==> src/rtl/st7789_spi_monitor.sv <==
// Passive monitor for an ST7789 4-wire SPI panel bus. Recovers command/data
// bytes and presents them on an AXI-Stream master with end-of-burst marking.
module st7789_spi_monitor #(
   parameter int IDLE_TIMEOUT = 64,
   parameter int SYNC_STAGES  = 2
) (
   input  logic       CLK,
   input  logic       RESETN,
   input  logic       LCD_SCK,
   input  logic       LCD_SDA,
   input  logic       LCD_DC,
   input  logic       LCD_RST,
   output logic [7:0] M_AXIS_TDATA,
   output logic       M_AXIS_TKEEP,
   output logic       M_AXIS_TUSER,
   output logic       M_AXIS_TVALID,
   output logic       M_AXIS_TLAST,
   input  logic       M_AXIS_TREADY,
   output logic       OVERFLOW,
   output logic       FRAME_ERR
);

   localparam int CNT_W = $clog2(IDLE_TIMEOUT + 1);
   localparam logic [CNT_W-1:0] TIMEOUT_C = CNT_W'(IDLE_TIMEOUT);
   localparam logic [CNT_W-1:0] ONE_C     = CNT_W'(1);

   typedef enum logic [1:0] {
      RST_ST   = 2'd0,
      IDLE_ST  = 2'd1,
      SHIFT_ST = 2'd2
   } state_t;

   logic [SYNC_STAGES-1:0] sck_sync_r;
   logic [SYNC_STAGES-1:0] sda_sync_r;
   logic [SYNC_STAGES-1:0] dc_sync_r;
   logic [SYNC_STAGES-1:0] rst_sync_r;
   logic                   sck_prev_r;

   logic       sck_s;
   logic       sda_s;
   logic       dc_s;
   logic       lcd_rst_s;
   logic       rise_s;

   state_t     state_r;
   state_t     state_s;
   logic       shift_en_s;
   logic       byte_done_s;
   logic       frame_err_s;

   logic [7:0]       shift_r;
   logic [2:0]       bit_cnt_r;
   logic [CNT_W-1:0] idle_cnt_r;
   logic             idle_hit_s;

   logic       pend_valid_r;
   logic       pend_res_r;
   logic       pend_last_r;
   logic [7:0] pend_data_r;
   logic       pend_user_r;
   logic       pend_move_s;

   logic       out_valid_r;
   logic       out_last_r;
   logic [7:0] out_data_r;
   logic       out_user_r;
   logic       overflow_r;
   logic       frame_err_r;

   assign sck_s      = sck_sync_r[SYNC_STAGES-1];
   assign sda_s      = sda_sync_r[SYNC_STAGES-1];
   assign dc_s       = dc_sync_r[SYNC_STAGES-1];
   assign lcd_rst_s  = rst_sync_r[SYNC_STAGES-1];
   assign rise_s     = sck_s & ~sck_prev_r;
   assign idle_hit_s = (idle_cnt_r == TIMEOUT_C);

   // Input synchronizers plus the extra SCK copy used for edge detection
   always_ff @(posedge CLK) begin
      if (!RESETN) begin
         sck_sync_r <= '1;
         sda_sync_r <= '1;
         dc_sync_r  <= '1;
         rst_sync_r <= '1;
         sck_prev_r <= 1'b1;
      end else begin
         sck_sync_r <= {sck_sync_r[SYNC_STAGES-2:0], LCD_SCK};
         sda_sync_r <= {sda_sync_r[SYNC_STAGES-2:0], LCD_SDA};
         dc_sync_r  <= {dc_sync_r[SYNC_STAGES-2:0], LCD_DC};
         rst_sync_r <= {rst_sync_r[SYNC_STAGES-2:0], LCD_RST};
         sck_prev_r <= sck_s;
      end
   end

   // Receiver state register
   always_ff @(posedge CLK) begin
      if (!RESETN) begin
         state_r <= RST_ST;
      end else begin
         state_r <= state_s;
      end
   end

   // Receiver next-state and per-cycle strobes
   always_comb begin
      state_s     = state_r;
      shift_en_s  = 1'b0;
      byte_done_s = 1'b0;
      frame_err_s = 1'b0;
      case (state_r)
         RST_ST: begin
            if (lcd_rst_s) begin
               state_s = IDLE_ST;
            end else begin
               state_s = RST_ST;
            end
         end
         IDLE_ST: begin
            if (!lcd_rst_s) begin
               state_s = RST_ST;
            end else if (rise_s) begin
               shift_en_s = 1'b1;
               state_s    = SHIFT_ST;
            end else begin
               state_s = IDLE_ST;
            end
         end
         SHIFT_ST: begin
            if (!lcd_rst_s) begin
               state_s = RST_ST;
            end else if (rise_s) begin
               shift_en_s = 1'b1;
               if (bit_cnt_r == 3'd7) begin
                  byte_done_s = 1'b1;
                  state_s     = IDLE_ST;
               end else begin
                  state_s = SHIFT_ST;
               end
            end else if (idle_hit_s) begin
               frame_err_s = 1'b1;
               state_s     = IDLE_ST;
            end else begin
               state_s = SHIFT_ST;
            end
         end
         default: begin
            state_s = RST_ST;
         end
      endcase
   end

   // Shift register and bit counter; partial bits are dropped on panel reset or timeout
   always_ff @(posedge CLK) begin
      if (!RESETN) begin
         shift_r   <= 8'h00;
         bit_cnt_r <= 3'd0;
      end else if (!lcd_rst_s || frame_err_s) begin
         shift_r   <= 8'h00;
         bit_cnt_r <= 3'd0;
      end else if (shift_en_s) begin
         shift_r   <= {shift_r[6:0], sda_s};
         bit_cnt_r <= bit_cnt_r + 3'd1;
      end else begin
         shift_r   <= shift_r;
         bit_cnt_r <= bit_cnt_r;
      end
   end

   // Idle counter: cycles since the last SCK rising edge, saturating
   always_ff @(posedge CLK) begin
      if (!RESETN) begin
         idle_cnt_r <= '0;
      end else if (rise_s) begin
         idle_cnt_r <= '0;
      end else if (!idle_hit_s) begin
         idle_cnt_r <= idle_cnt_r + ONE_C;
      end else begin
         idle_cnt_r <= idle_cnt_r;
      end
   end

   // A resolved pending byte may move out when the output slot is free or draining
   assign pend_move_s = lcd_rst_s & pend_valid_r & pend_res_r &
                        (~out_valid_r | M_AXIS_TREADY);

   // PENDING holds one completed byte until we know whether it ends the burst
   always_ff @(posedge CLK) begin
      if (!RESETN) begin
         pend_valid_r <= 1'b0;
         pend_res_r   <= 1'b0;
         pend_last_r  <= 1'b0;
         pend_data_r  <= 8'h00;
         pend_user_r  <= 1'b0;
      end else if (!lcd_rst_s) begin
         pend_valid_r <= 1'b0;
         pend_res_r   <= 1'b0;
         pend_last_r  <= 1'b0;
      end else if (byte_done_s && (!pend_valid_r || pend_move_s)) begin
         pend_valid_r <= 1'b1;
         pend_res_r   <= 1'b0;
         pend_last_r  <= 1'b0;
         pend_data_r  <= {shift_r[6:0], sda_s};
         pend_user_r  <= dc_s;
      end else if (pend_move_s) begin
         pend_valid_r <= 1'b0;
         pend_res_r   <= 1'b0;
      end else if (pend_valid_r && !pend_res_r && rise_s) begin
         pend_res_r  <= 1'b1;
         pend_last_r <= 1'b0;
      end else if (pend_valid_r && !pend_res_r && idle_hit_s) begin
         pend_res_r  <= 1'b1;
         pend_last_r <= 1'b1;
      end else begin
         pend_valid_r <= pend_valid_r;
         pend_res_r   <= pend_res_r;
         pend_last_r  <= pend_last_r;
      end
   end

   // AXI-Stream output register; survives panel reset so an issued beat completes
   always_ff @(posedge CLK) begin
      if (!RESETN) begin
         out_valid_r <= 1'b0;
         out_last_r  <= 1'b0;
         out_data_r  <= 8'h00;
         out_user_r  <= 1'b0;
      end else if (pend_move_s) begin
         out_valid_r <= 1'b1;
         out_last_r  <= pend_last_r;
         out_data_r  <= pend_data_r;
         out_user_r  <= pend_user_r;
      end else if (M_AXIS_TREADY) begin
         out_valid_r <= 1'b0;
      end else begin
         out_valid_r <= out_valid_r;
      end
   end

   // Sticky error flags, cleared only by RESETN
   always_ff @(posedge CLK) begin
      if (!RESETN) begin
         overflow_r  <= 1'b0;
         frame_err_r <= 1'b0;
      end else begin
         if (byte_done_s && pend_valid_r && !pend_move_s) begin
            overflow_r <= 1'b1;
         end else begin
            overflow_r <= overflow_r;
         end
         if (frame_err_s) begin
            frame_err_r <= 1'b1;
         end else begin
            frame_err_r <= frame_err_r;
         end
      end
   end

   assign M_AXIS_TDATA  = out_data_r;
   assign M_AXIS_TKEEP  = 1'b1;
   assign M_AXIS_TUSER  = out_user_r;
   assign M_AXIS_TVALID = out_valid_r;
   assign M_AXIS_TLAST  = out_last_r;
   assign OVERFLOW      = overflow_r;
   assign FRAME_ERR     = frame_err_r;

endmodule
==> config.mk <==
export PLATFORM = sky130hd
export DESIGN_NAME = st7789_spi_monitor
export DESIGN_NICKNAME = d
export VERILOG_FILES = /design/src/rtl/st7789_spi_monitor.sv
export SDC_FILE = /design/constraint.sdc
export NUM_CORES = 1
export LEC_CHECK = 0
export ABC_AREA = 1
export BUFFER_PORTS_ARGS = -buffer_cell sky130_fd_sc_hd__buf_2
export CAP_MARGIN = 30
export CORE_MARGIN = 5
export CORE_UTILIZATION = 60
export CTS_CLUSTER_SIZE = 10
export DETAILED_ROUTE_END_ITERATION = 8
export HOLD_SLACK_MARGIN = 0.15
export PLACE_DENSITY_LB_ADDON = 0.25
export SLEW_MARGIN = 20
export SYNTH_ARGS = -nofsm -noshare
export SYNTH_HDL_FRONTEND = slang
export SYNTH_SLANG_ARGS = --single-unit
==> constraint.sdc <==
create_clock -name CLK -period 2 [get_ports CLK]
set_clock_uncertainty 0.05 [all_clocks]
set_input_delay 0.1 -clock CLK [delete_from_list [all_inputs] [get_ports CLK]]
set_output_delay 0.1 -clock CLK [all_outputs]
set_load 0.01 [all_outputs]
; ---- Word-level counts from Yosys, hierarchy flattened
; Cells that the tools add are included.
[word_totals]
register_bits = 53
output_inout_bits = 14
elab_cells = 86
[classes]
n_addsub = 2
n_eq_ne = 4
muxes = 26
bitwise_logic = 10
n_reduce_logical = 24
[op_table]
columns = operator, n
row1 = 1-bit two-way mux, 19
row2 = 2-bit two-way mux, 6
row3 = "7-bit by 1-bit adder with 7-bit output, second input constant", 1
row4 = "7-bit equality test, second input constant", 1
row5 = 1-bit logical AND, 6
row6 = 2-bit one-hot mux with 3 select lines, 1
row7 = 2-bit AND reduction, 3
row8 = 2-bit nonzero test, 3
row9 = 2-bit OR reduction, 3
row10 = 1-bit inverter, 5
row11 = 1-bit AND, 4
row12 = 1-bit logical NOT, 4
row13 = 4-bit OR reduction, 1
row14 = "3-bit by 1-bit adder with 3-bit output, second input constant", 1
row15 = "3-bit equality test, second input constant", 1
row16 = 3-bit OR reduction, 1
row17 = "2-bit by 1-bit equality test with 1-bit output, second input constant", 1
row18 = "2-bit equality test, second input constant", 1
row19 = 2-bit logical NOT, 1
row20 = 1-bit logical OR, 2
row21 = 1-bit OR, 1

; ---- Depth between registers and ports, before layout
; Gate-level depths: netlist of the first run.
[depth]
depth_word = 7
depth_mapped = 8
depth_no_buf = 8

; ---- Worst setup path before layout of the first run
; No wires, ideal clock.
[synth_path]
path_type = reg2reg
start = reg state_r[0]
end = reg bit_cnt_r[0]
arrival_ps = 1194
setup_slack_ps = 632
path_stages_with_launch = 7
path_buffers = 1
synth_period_minus_slack_ps = 1368
cell_sequence = dfxtp_1 > inv_1 > ha_1 > buf_2 > nand3_2 > xor2_1 > nor2_1
[synth_between]
elab_chain_cells = 4
elab_cells_between_ends = 7
classes_between = eq/ne (2) / mux (2) / reduce/logical (3)
[synth_lines]
columns = element, line_no
row1 = "start, declared", 45  ; state_t state_r;
row2 = "start signal, assigned", 99  ; state_r <= state_s;
row3 = 2-bit equality test, 109  ; case (state_r)
row4 = 1-bit two-way mux, 109
row5 = 1-bit logical OR, 156  ; end else if (!lcd_rst_s || frame_err_s) begin
row6 = 2-bit OR reduction (no source line), --
row7 = "end signal, assigned", 161  ; bit_cnt_r <= bit_cnt_r + 3'd1;
row8 = "end signal, assigned", 164  ; bit_cnt_r <= bit_cnt_r;
row9 = "end, declared", 52  ; logic [2:0] bit_cnt_r;
; Parallel ways exist; a longest one is shown, timed or not.
; A chain may end at the register's enable or synchronous reset.

; ---- Worst setup path in the final report of the first run
[layout_path]
start = reg idle_cnt_r[0]
end = reg bit_cnt_r[0]
[layout_between]
elab_chain_cells = 7
[layout_lines]
columns = element, line_no
row1 = "start, declared", 53  ; logic [CNT_W-1:0] idle_cnt_r;
row2 = "start signal, assigned", 175  ; idle_cnt_r <= idle_cnt_r + ONE_C;
row3 = "start signal, assigned", 177  ; idle_cnt_r <= idle_cnt_r;
row4 = 7-bit equality test, 75  ; assign idle_hit_s = (idle_cnt_r == TIMEOUT_C);
row5 = 1-bit two-way mux, 138  ; end else if (idle_hit_s) begin
row6 = 1-bit two-way mux, 130  ; end else if (rise_s) begin
row7 = 1-bit two-way mux, 128  ; if (!lcd_rst_s) begin
row8 = 1-bit two-way mux, 109
row9 = 1-bit logical OR, 156
row10 = 2-bit OR reduction (no source line), --
; No other way between the ends.

==> results.tsv, run 1 <==
stage	metric	value	unit
clock_tree	clk buf depth	2	
floorplanning	height of the chip	70.5	um
sta	Final WS setup	0.432	ns
layout	area grow syn2layout	11.7	%
pwr	Gate power share	5.8	%
clock_tree	TritonCTS buffer count	5	
setup_path	worst reg2reg path startpoint	idle_cnt_r[0]$_SDFFE_PP0P_	
logic_synthesis	syn nets	286	
min_path	min-delay worst type	flop to flop	
drt	initial drt markers	87	
sta	Final Max Slew Viols	0	
logic_synthesis	sequential area share after synthesis	48.3	%
place	Port-buffer cells	19	
clock_tree	CTS H-tree lvls	2	
floorplanning	initial core utilization	61.0	%
drt	Final ANT Viol Nets	0	
logic_synthesis	cell count after synthesis	271	
sta	FMAX	638	MHz
floorplanning	chip width	70.5	um
drt	vias post-DR	1702	
global_route	GRT Total Usage	16.3	%
layout	diodes inserted	0	
logic_synthesis	average size of a mapped cell	8.11	um2
layout	final net count	311	
clock_tree	CTS resizes	0	
outcome	status	finished, final reports clean	
clock_tree	Skew-Pair Late Insertion Delay	0.31	ns
run	Max-Cap Viols	0	
min_path	Hold EP	rst_sync_r[1]$_SDFF_PN1_	
logic_synthesis	warning count from the yosys run	0	
pwr	Cell Int Power	1.36	mW
floorplanning	I/O Pins	21	
drt	first-pass iteration count of the detailed router	4	
clock_tree	Root Buffer	clkbuf_8	
setup_path	Critical Path RT	2.14	ns
drt	Post-Route WL	3.69	mm
global_route	largest net degree at the start of global routing	24	
setup_path	reg-to-reg endpoint	bit_cnt_r[0]$_SDFFE_PP0P_	
pwr	clock group share of total power	33.5	%
drt	wire per inst	10.7	um
sta	RSZ-0062 raised after global routing	false	
min_path	hold path startpoint	rst_sync_r[0]$_SDFF_PN1_	
pwr	Power Density	726	nW/um2
logic_synthesis	Mapped Area	2200	um2
sta	setup violators final	0	
pwr	P_leak	1.04	nW
drt	DRC viols	0	
place	post-DP HPWL	2.66	mm
floorplanning	core area	3610	um2
pwr	Reg power frac	60.7	%
layout	layout cells sized above 1	16.8	%
global_route	vias in the first global route	1541	
setup_path	CP Capture Type	flop	
layout	sequential cell area	1060	um2
logic_synthesis	#FFs+latches synth	53	
clock_tree	Setup Buffers After CTS	0	
floorplanning	row count	22	
layout	commonest cells after routing, fill and taps aside	dfxtp_1, nor2_1, nand2_1	
setup_path	CP Max Fanout	10	
setup_path	startpoint types	flop	
setup_path	Worst Reg-to-Reg Cells	7	
pwr	Worst VDD drop	0.461	mV
global_route	GRT overflow	0	
floorplanning	Die ar.	4970	um2
place	worst slack, placed	0.434	ns
pwr	Switching Fraction	23.5	%
layout	most common cell after layout, fill and taps aside	dfxtp_1	
global_route	initial antenna violation count	0	
sta	Final period util	78.4	%
sta	TNS Setup	0	ns
global_route	first-pass GRT wire length	6.52	mm
place	gp weighted congestion	0.820	
min_path	Min-Delay Path Depth	1	
clock_tree	Clock Sinks	53	
sta	Tmin final	1.57	ns
sta	hold_ws	0.368	ns
setup_path	Worst EP arrival	1.71	ns
clock_tree	Worst-path clk slew	0.09	ns
setup_path	crit path from	idle_cnt_r[0]$_SDFFE_PP0P_	
setup_path	Worst Setup Path Type	flop to flop	
clock_tree	TritonCTS clock tree	built	
logic_synthesis	count of cell types in the netlist	28	
setup_path	r2r setup slk	0.43	ns
layout	footprint of the multi-input gates	968	um2
sta	Fin. Hold Viols	0	
pwr	P_sw	0.420	mW
layout	Fillers	306	
drt	vias per std cell	4.93	
==> per-stage QoR <==
stage	total power [mW]	instances	cell area, um2	utilization, %
after floorplan	1.18	271	2200	-
after global placement	1.20	331	2310	63.9
after detailed placement	1.20	331	2310	63.9
after CTS	1.81	345	2460	68.1
after global routing	1.87	345	2460	68.1
final	1.78	345	2460	68.1
==> power by group through the flow <==
stage | Sequential (mW) | Combinational [mW] | Clock, mW
floorplan | 1.10 | 0.0721 | 0
global placement | 1.11 | 0.0925 | 0
detailed placement | 1.11 | 0.0944 | 0
CTS | 1.08 | 0.104 | 0.619
global route | 1.08 | 0.120 | 0.661
finish | 1.08 | 0.104 | 0.597
==> worst max-delay path by stage <==
| stage | endpoint | slack, ns | depth (start not counted) |
|---|---|---|---|
| 2_1_floorplan | bit_cnt_r[0]$_SDFFE_PP0P_ | 0.63 | 6 |
| 3_3_place_gp | pend_data_r[5]$_SDFFE_PN0P_ | 0.50 | 8 |
| 3_5_place_dp | pend_data_r[3]$_SDFFE_PN0P_ | 0.43 | 8 |
| 4_1_cts | pend_data_r[3]$_SDFFE_PN0P_ | 0.42 | 8 |
| 5_1_grt | pend_user_r$_SDFFE_PN0P_ | 0.25 | 8 |
| 6_report | bit_cnt_r[0]$_SDFFE_PP0P_ | 0.43 | 7 |
==> worst max-delay path, stage by stage, from the launching register on <==
cell and delay, ns:
dfxtp_1 0.35, inv_1 0.09, ha_1 0.17, nand2_1 0.05, nor2_1 0.19, nand4_1 0.16
nand2_1 0.30, nor2_1 0.09
==> sequential cells by signal, indices dropped and copies added (netlist names) <==
register and cells:
FRAME_ERR 1, M_AXIS_TDATA 8, M_AXIS_TLAST 1, M_AXIS_TUSER 1, M_AXIS_TVALID 1, OVERFLOW 1
bit_cnt_r 3, dc_sync_r 2, idle_cnt_r 7, pend_data_r 8, pend_last_r 1, pend_res_r 1
pend_user_r 1, pend_valid_r 1, rst_sync_r 2, sck_prev_r 1, sck_sync_r 2, sda_sync_r 2
shift_r 7, state_r 2
==> metal layers <==
| metal | wire length [um] | track usage [%] | up-vias |
|---|---|---|---|
| met3 | 212 | 3.98 | 9 |
| met4 | 74 | 10.2 | 0 |
| met5 | 0 | 0 | - |
| li1 | - | - | 911 |
| met2 | 1680 | 25.7 | 32 |
| met1 | 1720 | 19.9 | 750 |
==> synth_stat cells (all sizes together) <==
library cell,instances,share of area (%)
clkbuf,3,0.51
nor2,54,9.8
o21ai,10,2.3
inv,23,3.9
or2,9,2.6
clkinv,2,0.57
nor3,2,0.46
nand2,42,8.2
ha,8,4.6
nand3b,9,3.1
xnor2,1,0.40
o31ai,1,0.34
nand3,12,3.2
dfxtp,53,48
xor2,3,1.2
a21oi,20,4.7
buf,7,2.7
nand4,11,3.1
conb,1,0.17
==> cell type report <==
| type | instances | area share [%] |
|---|---|---|
| clock buffer | 5 | 2.80 |
| tap | 48 | 2.45 |
| inverter | 25 | 4.02 |
| timing repair buffer | 28 | 7.23 |
| sequential | 53 | 43.2 |
| multi-input combinational | 183 | 39.4 |
| clock inverter | 3 | 0.866 |
==> logic make-up (layout without fill, tap and decap cells) <==
group                      Yosys count  count (layout)  share of synthesized area (%)
and+or+nand+nor                    139             139                           30.4
other                                1               1                          0.171
AOI/OAI and AO/OA                   31              31                           7.34
adders and majority gates            8               8                           4.55
xor gates and xnor gates             4               4                           1.59
buffers and inverters               35              61                           7.68
DFF                                 53              53                           48.3
==> timing repair <==
item                                   4_1_cts  5_1_grt
endpoints found under the hold margin       18        0
setup endpoints to repair                    0        0
hold buffers                                 6        0
No activity file was read; power rests on OpenSTA's default activity.
==> run 2, diff against run 1 <==
- CORE_UTILIZATION: 60 -> 57
- clock period: 2 -> 1.45 ns (I/O delays scaled with it)
==> run 2 against run 1 <==
Effect of this change: setup slack lost 0.38 ns; die area grew 4.5%; final area grew 8.5%; register-to-register slack worse by 0.38 ns; fmax up 12%; highest routed layer unchanged; critical path type unchanged; sequential cell count unchanged; total power grew 40%.
==> results.tsv, run 2 (synthesized netlist as in run 1, its figures left out) <==
stage	metric	value	unit	change
outcome	status	finished, final reports clean		
global_route	vias in the first global route	1533		-0.52%
global_route	first-pass GRT wire length	6.64	mm	+1.9%
run	Max-Cap Viols	0		unchanged
clock_tree	CTS H-tree lvls	2		unchanged
pwr	Cell Int Power	1.91	mW	+40%
setup_path	max incr delay on CP	0.33	ns	-0.02 ns
min_path	min-delay worst type	flop to flop		
setup_path	Worst EP arrival	1.55	ns	-0.16 ns
global_route	initial antenna violation count	0		unchanged
setup_path	CP Capture Type	flop		
sta	TNS Setup	0	ns	unchanged
drt	initial drt markers	96		+10%
setup_path	Critical Path RT	1.60	ns	-0.54 ns
layout	cell area after layout	2670	um2	+8.5%
drt	vias post-DR	1786		+4.9%
clock_tree	Skew-Pair Late Insertion Delay	0.31	ns	about the same
drt	wire per inst	11.3	um	+5.7%
pwr	P_sw	0.588	mW	+40%
floorplanning	row count	22		unchanged
global_route	GRT overflow	0		unchanged
setup_path	Worst Setup Path Type	flop to flop		
setup_path	CP Max Fanout	5		-5
layout	most common cell after layout, fill and taps aside	nor2_1		
layout	layout cells sized above 1	26.0	%	+9.1 points
setup_path	CP dominant cell by count	nand2_2		
sta	Fin. Hold Viols	0		unchanged
sta	FMAX	715	MHz	+12%
place	gp weighted congestion	0.833		+1.6%
floorplanning	Die ar.	5200	um2	+4.5%
pwr	Power Density	937	nW/um2	+29%
floorplanning	height of the chip	72.1	um	+2.2%
setup_path	CP max stage cell	dfxtp_2		
global_route	largest net degree at the start of global routing	20		-17%
layout	final net count	326		+4.8%
place	post-DP HPWL	2.76	mm	+3.7%
drt	Final ANT Viol Nets	0		unchanged
floorplanning	chip width	72.1	um	+2.2%
pwr	clock group share of total power	32.2	%	-1.3 points
clock_tree	Root Buffer	clkbuf_8		
pwr	Switching Fraction	23.5	%	about the same
pwr	Gate power share	8.1	%	+2.3 points
sta	Tmin final	1.40	ns	-0.169 ns
sta	setup violators final	0		unchanged
sta	hold_ws	0.367	ns	-0.000411 ns
layout	commonest cells after routing, fill and taps aside	nor2_1, dfxtp_1, nand2_1		
floorplanning	core area	3690	um2	+2.3%
drt	vias per std cell	4.96		+0.56%
layout	final core utilization	72.3	%	+4.1 points
setup_path	worst-path cell chain	inv_2 -> ha_4 -> nand2_2 -> nor2_4 -> nand4_1 -> nand2_2 -> clkbuf_16 -> a21oi_1		
clock_tree	TritonCTS clock tree	built		
layout	area grow syn2layout	21.2	%	
drt	first-pass iteration count of the detailed router	6		+2
pwr	P_leak	1.12	nW	+8.2%
pwr	Reg power frac	59.7	%	-1.0 points
pwr	Worst VDD drop	0.585	mV	+27%
place	Port-buffer cells	19		unchanged
clock_tree	clk buf depth	2		unchanged
sta	Final Max Slew Viols	0		unchanged
sta	Final period util	96.5	%	+18 points
sta	RSZ-0062 raised after global routing	true		
clock_tree	TritonCTS buffer count	5		unchanged
clock_tree	Clock Sinks	53		unchanged
drt	Post-Route WL	4.06	mm	+10%
clock_tree	Worst-path clk slew	0.09	ns	about the same
floorplanning	initial core utilization	59.6	%	-1.4 points
layout	Fillers	291		-4.9%
setup_path	startpoint types	flop		
global_route	GRT Total Usage	16.0	%	-0.30 points
place	dpl cell area	2390	um2	+3.5%
layout	diodes inserted	0		unchanged
setup_path	CP delay by family, top	simple AND/OR/NAND/NOR gates		
drt	DRC viols	0		unchanged
setup_path	WP buf/inv	2		+1
floorplanning	I/O Pins	21		unchanged
## run 2: repair_timing
item                                    in CTS  in global routing
cloned                                       0                  1
endpoints found under the setup margin       9                 30
endpoints found under the hold margin       13                  0
pin swaps                                    0                  6
resized for setup                            1                 20
buffers inserted                             0                  5
hold buffers                                 6                  0
## run 2: path summary, 6_finish.rpt
kind | startpoint | slack [ns] | to | cells after the start
max | idle_cnt_r[0]$_SDFFE_PP0P_ | 0.05 | shift_r[1]$_SDFFE_PP0P_ | 8
min reg2reg | rst_sync_r[0]$_SDFF_PN1_ | 0.37 | rst_sync_r[1]$_SDFF_PN1_ | 1
max reg2reg | idle_cnt_r[0]$_SDFFE_PP0P_ | 0.05 | shift_r[1]$_SDFFE_PP0P_ | 8
min | rst_sync_r[0]$_SDFF_PN1_ | 0.37 | rst_sync_r[1]$_SDFF_PN1_ | 1
## run 2: layer usage
layer  wire length, um  vias up  track usage [%]  part of all wire (%)
met5                 0        -                0                     0
met4                63        0             5.64                   1.6
met3               228        6             4.71                   5.6
met2              1900       31             25.0                    47
met1              1880      806             20.9                    46
li1                  -      943                -                     -
## run 2: worst register-to-register path: cells and delay by family, from the launching register on
family,cells,cell delay (ns)
compound gates,1,0.04
buf+inv,2,0.23
simple gates,4,0.51
flops,1,0.33
fa+ha+maj,1,0.13
## run 2: power by group through the flow
| stage | clock network, mW | registers [mW] | logic [mW] |
|---|---|---|---|
| 2_1_floorplan | 0 | 1.52 | 0.0995 |
| 3_3_place_gp | 0 | 1.52 | 0.153 |
| 3_5_place_dp | 0 | 1.52 | 0.158 |
| 4_1_cts | 0.826 | 1.49 | 0.171 |
| 5_1_grt | 0.883 | 1.49 | 0.226 |
| 6_report | 0.804 | 1.49 | 0.202 |
## run 2: final cells by class
| cell class | instances | area, um2 | share of cell area (%) |
|---|---|---|---|
| well taps | 48 | 60.1 | 2.25 |
| clock buffers | 5 | 68.8 | 2.58 |
| multi-input cells | 183 | 1030 | 38.5 |
| inverters | 25 | 103 | 3.85 |
| repair buffers | 43 | 324 | 12.2 |
| flip-flops and latches | 53 | 1070 | 40.0 |
| clock inverters | 3 | 17.5 | 0.657 |
## run 2: metrics by stage
stage,std cells,setup slack (ns),total power [mW]
floorplan,271,0.0823,1.62
global placement,340,0.0551,1.67
detailed placement,340,0.0149,1.68
CTS,354,0.0151,2.49
global route,360,-0.0298,2.60
finish,360,0.0511,2.50
==> run 3, diff against run 2 <==
- PLACE_DENSITY: not set -> 0.87
- PLACE_DENSITY_LB_ADDON: 0.25 -> not set
==> run 3 against run 2 <==
Effect of this change: clock-buffer cell count unchanged; largest power group unchanged; register-to-register slack about the same; final cell count decreased by 0.28%; fmax about the same.
==> results.tsv, run 3 (synthesized netlist as in run 1, its figures left out) <==
stage	metric	value	unit	change
floorplanning	row count	22		unchanged
layout	area grow syn2layout	21.1	%	about the same
global_route	GRT overflow	0		unchanged
layout	most common cell after layout, fill and taps aside	nor2_1		
layout	final net count	325		-0.31%
sta	Final period util	96.5	%	about the same
global_route	vias in the first global route	1560		+1.8%
setup_path	Worst Setup Path Type	flop to flop		
clock_tree	clk buf depth	2		unchanged
layout	footprint of the multi-input gates	1060	um2	+3.4%
floorplanning	Die ar.	5200	um2	unchanged
layout	diodes inserted	0		unchanged
floorplanning	height of the chip	72.1	um	unchanged
outcome	status	finished, final reports clean		
place	post-DP HPWL	2.76	mm	about the same
clock_tree	Skew-Pair Late Insertion Delay	0.31	ns	about the same
layout	sequential cell area	1070	um2	+0.23%
sta	Tmin final	1.40	ns	+0.000565 ns
drt	first-pass iteration count of the detailed router	4		-2
floorplanning	chip width	72.1	um	unchanged
pwr	Tot Pwr	2.52	mW	+0.91%
place	Port-buffer cells	19		unchanged
setup_path	CP Capture Type	flop		
pwr	Worst VDD drop	0.773	mV	+32%
drt	Post-Route WL	4.21	mm	+3.7%
pwr	Power Density	946	nW/um2	+1.0%
global_route	largest net degree at the start of global routing	20		unchanged
drt	DRC viols	0		unchanged
global_route	initial antenna violation count	0		unchanged
pwr	Gate power share	7.0	%	-1.1 points
pwr	clock group share of total power	33.7	%	+1.5 points
drt	vias post-DR	1809		+1.3%
pwr	Cell Int Power	1.91	mW	-0.17%
clock_tree	Clock Sinks	53		unchanged
global_route	busiest grt layer	met2		
sta	Fin. Hold Viols	0		unchanged
global_route	grt met2 use	26.2	%	+1.2 points
pwr	Switching Fraction	24.4	%	+0.82 points
sta	hold_ws	0.369	ns	+0.00160 ns
sta	FMAX	715	MHz	about the same
run	Max-Cap Viols	0		unchanged
pwr	Reg power frac	59.3	%	-0.4 points
layout	commonest cells after routing, fill and taps aside	nor2_1, dfxtp_1, nand2_1		
setup_path	CP Max Fanout	5		unchanged
drt	Final ANT Viol Nets	0		unchanged
layout	layout cells sized above 1	27.7	%	+1.7 points
global_route	GRT Total Usage	16.1	%	+0.18 points
sta	RSZ-0062 raised after global routing	true		
global_route	GR met1 Demand/Resource	20.8	%	-0.13 points
min_path	min-delay worst type	flop to flop		
setup_path	startpoint types	flop		
floorplanning	I/O Pins	21		unchanged
sta	TNS Setup	0	ns	unchanged
floorplanning	initial core utilization	59.6	%	unchanged
setup_path	CP max stage cell	dfxtp_2		
drt	initial drt markers	113		+18%
clock_tree	CTS H-tree lvls	2		unchanged
setup_path	Worst EP arrival	1.55	ns	about the same
setup_path	Critical Path RT	1.60	ns	about the same
pwr	P_sw	0.614	mW	+4.4%
drt	wire per inst	11.7	um	+4.0%
floorplanning	core area	3690	um2	unchanged
setup_path	worst-path cell chain	inv_2 -> ha_4 -> nand2_1 -> nor2_2 -> nand4_1 -> nand2_2 -> a21oi_1		
setup_path	r2r setup slk	0.05	ns	about the same
clock_tree	Worst-path clk slew	0.09	ns	about the same
place	gp weighted congestion	0.822		-1.3%
global_route	first-pass GRT wire length	6.67	mm	+0.42%
pwr	P_leak	1.10	nW	-2.0%
layout	Fillers	278		-4.5%
clock_tree	Root Buffer	clkbuf_8		
clock_tree	TritonCTS clock tree	built		
global_route	met3 Use GR	4.57	%	-0.14 points
sta	setup violators final	0		unchanged
drt	vias per std cell	5.04		+1.6%
sta	Final Max Slew Viols	0		unchanged
clock_tree	TritonCTS buffer count	5		unchanged
setup_path	max incr delay on CP	0.34	ns	about the same
==> run 3: area by class of cell <==
type / count / share of cell area, %
Timing Repair Buffer: 41 / 10.4
Sequential cell: 53 / 40.1
Inverter: 25 / 3.85
Clock buffer: 5 / 2.58
Tap cell: 48 / 2.26
Clock inverter: 3 / 0.940
Multi-Input combinational cell: 184 / 39.8
==> run 3: repair_timing <==
item / 4_1_cts / 5_1_grt
hold buffers: 6 / 0
pin swaps: 1 / 7
gates cloned: 0 / 2
gates resized for setup: 4 / 26
endpoints found under the setup margin: 12 / 29
buffers inserted: 1 / 5
hold endpoints to repair: 13 / 0
==> run 3: power groups by stage <==
stage / combinational (mW) / sequential, mW / clock, mW
final: 0.175 / 1.50 / 0.850
after global routing: 0.200 / 1.50 / 0.937
after CTS: 0.156 / 1.49 / 0.871
after detailed placement: 0.142 / 1.52 / 0
after global placement: 0.138 / 1.52 / 0
after floorplan: 0.0995 / 1.52 / 0
==> run 3: worst paths after layout <==
check / from / to / cells past startpoint
min reg2reg: dc_sync_r[0]$_SDFF_PN1_ / dc_sync_r[1]$_SDFF_PN1_ / 1
min: dc_sync_r[0]$_SDFF_PN1_ / dc_sync_r[1]$_SDFF_PN1_ / 1
max: idle_cnt_r[0]$_SDFFE_PP0P_ / shift_r[0]$_SDFFE_PP0P_ / 7
max reg2reg: idle_cnt_r[0]$_SDFFE_PP0P_ / shift_r[0]$_SDFFE_PP0P_ / 7
==> run 3: metrics by stage <==
| step | setup WS (ns) | utilization (%) | cell area, um2 | cells |
|---|---|---|---|---|
| after floorplan | 0.0823 | - | 2200 | 271 |
| after global placement | -0.0251 | 63.7 | 2350 | 337 |
| after detailed placement | -0.0517 | 63.7 | 2350 | 337 |
| after CTS | 0.0113 | 68.5 | 2520 | 352 |
| after global routing | -0.0604 | 72.2 | 2660 | 359 |
| final | 0.0505 | 72.2 | 2660 | 359 |
==> run 3: metal layers <==
layer	part of all wire [%]	wire length, um	vias up
li1	-	-	944
met1	45	1890	816
met2	48	2020	44
met3	6.0	254	5
met4	1.2	51	0
met5	0	0	-
==> run 3: worst max-delay path, delay by kind of cell (launching register included) <==
family	cells	cell delay, ns
AOI/OAI and AO/OA	1	0.06
adders and majority gates	1	0.12
buffers and inverters	1	0.07
DFF	1	0.34
and+or+nand+nor	4	0.66
